**config.mk**
```make
export PLATFORM = sky130hd
export DESIGN_NAME = slice_ff_bank
export DESIGN_NICKNAME = d
export VERILOG_FILES = /design/src/rtl/xil_prim_pkg.sv /design/src/rtl/slice_ff_cell.sv /design/src/rtl/slice_ff_bank.sv
export SDC_FILE = /design/constraint.sdc
export NUM_CORES = 1
export LEC_CHECK = 0
export ABC_AREA = 1
export CAP_MARGIN = 20
export CORE_AREA = 2 2 39 41
export DETAILED_ROUTE_END_ITERATION = 8
export DIE_AREA = 0 0 41 43
export HOLD_SLACK_MARGIN = 0.02
export MAX_ROUTING_LAYER = met4
export PLACE_DENSITY = 0.72
export SYNTH_ARGS = -nofsm -noshare
export SYNTH_HDL_FRONTEND = slang
export SYNTH_SLANG_ARGS = --single-unit
```
**constraint.sdc**
```tcl
create_clock -name C -period 0.8 [get_ports C]
set_input_delay 0.12 -clock C [delete_from_list [all_inputs] [get_ports C]]
set_output_delay 0.12 -clock C [all_outputs]
set_load 0.01 [all_outputs]
```
**src/rtl/xil_prim_pkg.sv**
```systemverilog
// Shared primitive package: cell-kind identifiers used by the co-sim harness
// and the reset-value helper for slice storage flops.
package xil_prim_pkg;

    typedef logic [7:0] cell_kind_t;

    localparam cell_kind_t MUXF7_KIND    = 8'd5;
    localparam cell_kind_t MUXF7_L_KIND  = 8'd6;
    localparam cell_kind_t MUXF8_KIND    = 8'd7;
    localparam cell_kind_t SLICE_FF_KIND = 8'd8;

    // Value a flop bit takes while CLR is high: FDPE bits preset, FDCE bits clear.
    function automatic logic ff_rst_bit(input logic [63:0] preset_mask,
                                        input int          idx);
        return preset_mask[idx];
    endfunction

endpackage

```
**src/rtl/slice_ff_cell.sv**
```systemverilog
// One slice storage flop (FDCE/FDPE style) with CE, async CLR and power-up INIT.
// Ports: C clock, CLR async clear/preset, CE enable, D data, Q registered out.
module slice_ff_cell #(
    parameter logic INIT_BIT          = 1'b0,
    parameter logic PRESET_BIT        = 1'b0,
    parameter logic IS_C_INVERTED     = 1'b0,
    parameter logic IS_D_INVERTED_BIT = 1'b0
) (
    input  logic C,
    input  logic CLR,
    input  logic CE,
    input  logic D,
    output logic Q
);

    logic w_clk;
    logic r_q = INIT_BIT;

    // Falling-edge operation is obtained by inverting the clock ahead of the flop.
    assign w_clk = C ^ IS_C_INVERTED;

    // An X on CE falls through to the hold branch.
    always_ff @(posedge w_clk or posedge CLR) begin
        if (CLR) begin
            r_q <= PRESET_BIT;
        end else if (CE) begin
            r_q <= D ^ IS_D_INVERTED_BIT;
        end
    end

    assign Q = r_q;

endmodule

```
**src/rtl/slice_ff_bank.sv**
```systemverilog
// Bank of WIDTH slice flops fed by the wide-function muxes, with an optional
// harness-written per-bit output override (FAST_IQ build) and scope cell kind.
// Ports: C clock, CLR async clear/preset, CE shared enable, D data in, Q out.
module slice_ff_bank
    import xil_prim_pkg::*;
#(
    parameter int               WIDTH         = 8,
    parameter logic [WIDTH-1:0] INIT          = {WIDTH{1'b0}},
    parameter logic [WIDTH-1:0] PRESET_MASK   = {WIDTH{1'b0}},
    parameter logic             IS_C_INVERTED = 1'b0,
    parameter logic [WIDTH-1:0] IS_D_INVERTED = {WIDTH{1'b0}},
    parameter bit               FAST_IQ       = 1'b0
) (
    input  logic             C,
    input  logic             CLR,
    input  logic             CE,
    input  logic [WIDTH-1:0] D,
    output logic [WIDTH-1:0] Q
);

    logic [WIDTH-1:0] w_state;
    cell_kind_t       cell_kind;

    assign cell_kind = SLICE_FF_KIND;

    for (genvar i = 0; i < WIDTH; i++) begin : g_cell
        slice_ff_cell #(
            .INIT_BIT         (INIT[i]),
            .PRESET_BIT       (ff_rst_bit(64'(PRESET_MASK), i)),
            .IS_C_INVERTED    (IS_C_INVERTED),
            .IS_D_INVERTED_BIT(IS_D_INVERTED[i])
        ) u_cell (
            .C  (C),
            .CLR(CLR),
            .CE (CE),
            .D  (D[i]),
            .Q  (w_state[i])
        );
    end

    if (FAST_IQ) begin : g_fiq
        // Written only by the harness; CLR deliberately leaves them alone.
        logic [WIDTH-1:0] Q_f = '0;
        logic [WIDTH-1:0] Q_v = '0;

        assign Q = (w_state & ~Q_f) | (Q_v & Q_f);
    end else begin : g_plain
        assign Q = w_state;
    end

endmodule

```
==> flow_summary.toml <==
[yosys]
ys_top_cells_by_area = "dfrtp_1 54%, nand2_1 24%, buf_4 16%"
syn_area_sq_um = 369
yosys_warnings = 0
ys_async_sr_fraction = 1.00
synth_ff_type = "dfrtp_1"
netlist_instances = 43
netlist_top_cells_count = "24 x nand2_1, 8 x buf_4, 8 x dfrtp_1"
synth.most_common_cell = "nand2_1"
synth_top_area_frac = 0.542
synth_seq_cells = 8
synth_edf_count = 0
synth_seq_area_share = 0.542
yosysUniqueCellTypes = 6
synth_nets = 54
syn_area_per_cell_sq_um = 8.58
yosys.area.top_type = "dfrtp_1"

[floorplan]
core.rowCount = 14
coreArea_sq_um = 1380
dieArea_sq_um = 1760
pin_count = 19
die_h_um = 43
initial_core_util = 0.267
die_w_um = 41

[pwr]
p_per_area_nw_per_um2 = 1760
peakVddDrop_v = 0.000664
p_leak_nw = 0.305

[setup_path]
cp_cell_sequence = "buf_2"
cp-start-kind = "register"
arrival_ps = 760
crit_fanout = 2
critical_path.top_delay_family = "flip-flops"
critical_path_class = "reg2out"
cp.required_ps = 680
critPathBufInv = 1
worst_path_max_delay_cell = "dfrtp_1"
max_stage_delay_ps = 370
endpoint_kind = "output pin"

[clock_network]
cts.reportedPaths.clkPinSlew_ps = 50
cts_tree = "yes"
cts_num_sinks = 8
cts_buffer_depth = 2
cts-root-buf = "clkbuf_4"
h-tree-depth = 1
numCtsBuffers = 3
cts_hold_buf = 0
clk_latency_ps = 240

[global_route]
grt-ovfl-total = 0
grt_usage = 0.0975
antenna_found_initial = 0
grt_pass1_wl_um = 1100
grt_pass1_vias = 303
grt_max_degree = 9

[timing]
skew_ps = 0
min_period_ps = 875
setup-violations-final = 9
hold_violations = 0
rsz0062_at_grt = "yes"
fin_ws_ps = -75.0
slew_viol_final = 0
worstMarginPinSlew_ps = 316
period_share = 1.09
max_clock_freq_mhz = 1140
tns_ps = -562
slew_headroom = 0.789

[place]
post-place-ws_ps = -188
placed_cells = 70
place.port_buffers = 18
gp_congestion = 0.545
dp_hpwl_um = 511

[job]
max_cap_violations = 0

[detailed_routing]
num_vias = 311
dr.pass1.iters = 2
drtIter0Drc = 5
wire_per_inst_um = 8.09
drtAntennaViolNets = 0
drcViolationCount = 0
wirelength_um = 639
viasPerCell = 3.94

[cells_and_area]
nFillCells = 160
diodes = 0
largest_reg_flops = 8
seq_area_sq_um = 200
area_growth_pct = 48.8
postLayoutCoreUtil = 0.397
fin_nets = 76
multi_input_area_sq_um = 92.6
final_cells = 79
drive_gt1_frac = 0.333

[outcome]
failed_checks = "setup timing"
status = "finished with violations"

[worst_hold_path]
hold_path.class = "in2async"
==> what timing repair did <==
| action | 4_1_cts | 5_1_grt |
|---|---|---|
| resized for setup | 32 | 2 |
| setup endpoints to repair | 8 | 8 |
| buffers inserted | 4 | 2 |
==> final timing paths <==
kind                               startpoint  slack, ps            endpoint  cells after the start
setup reg to reg           g_cell[4].u_cell.Q          0  g_cell[4].u_cell.Q                      4
hold reg to reg            g_cell[5].u_cell.Q        470  g_cell[5].u_cell.Q                      2
setup / recovery           g_cell[3].u_cell.Q        -80                Q[3]                      1
max in group asynchronous                 CLR        440  g_cell[4].u_cell.Q                      2
min in group C                           D[3]        410  g_cell[3].u_cell.Q                      3
hold / removal                            CLR        120  g_cell[3].u_cell.Q                      2
==> stage by stage <==
step | instance area, sq um | power (mW) | hold slack [ps]
finish | 549 | 0.967 | 120
floorplan | 369 | 0.584 | -64.3
detailed placement | 513 | 0.669 | 397
CTS | 526 | 0.962 | 133
global route | 549 | 1.03 | 170
global placement | 513 | 0.665 | 389
==> layer usage <==
metal	wire [um]	part of all wire	track usage	vias up
met5	0	0	-	-
met4	0	0	0.0400	0
met1	245	0.38	0.106	141
li1	-	-	-	159
met2	337	0.53	0.156	11
met3	56	0.088	0.0314	0
==> cell type report <==
type / count / area share
Tap cell: 16 / 0.0364
Inverter: 2 / 0.0137
Clock buffer: 3 / 0.0410
Timing Repair Buffer: 26 / 0.376
Multi-Input combinational cell: 24 / 0.169
Sequential cell: 8 / 0.364
==> logic make-up after synthesis <==
family | synth area share
AND/OR/NAND/NOR | 0.244
buffers and inverters | 0.214
flip-flops | 0.542
==> cell usage in the layout (no fill, tap or decap) <==
cell              n
dfrtp_1           8
buf_6             1
inv_1             1
inv_2             1
buf_4             8
buf_2             7
nand2_1          23
clkdlybuf4s50_1  10
clkbuf_4          3
nand2_2           1
==> report_power, final <==
part	internal [mW]	switching, mW
Sequential	0.441	0.0159
Combinational	0.126	0.0846
Clock	0.171	0.129
Total	0.738	0.229
No activity file was read; power rests on OpenSTA's default activity.
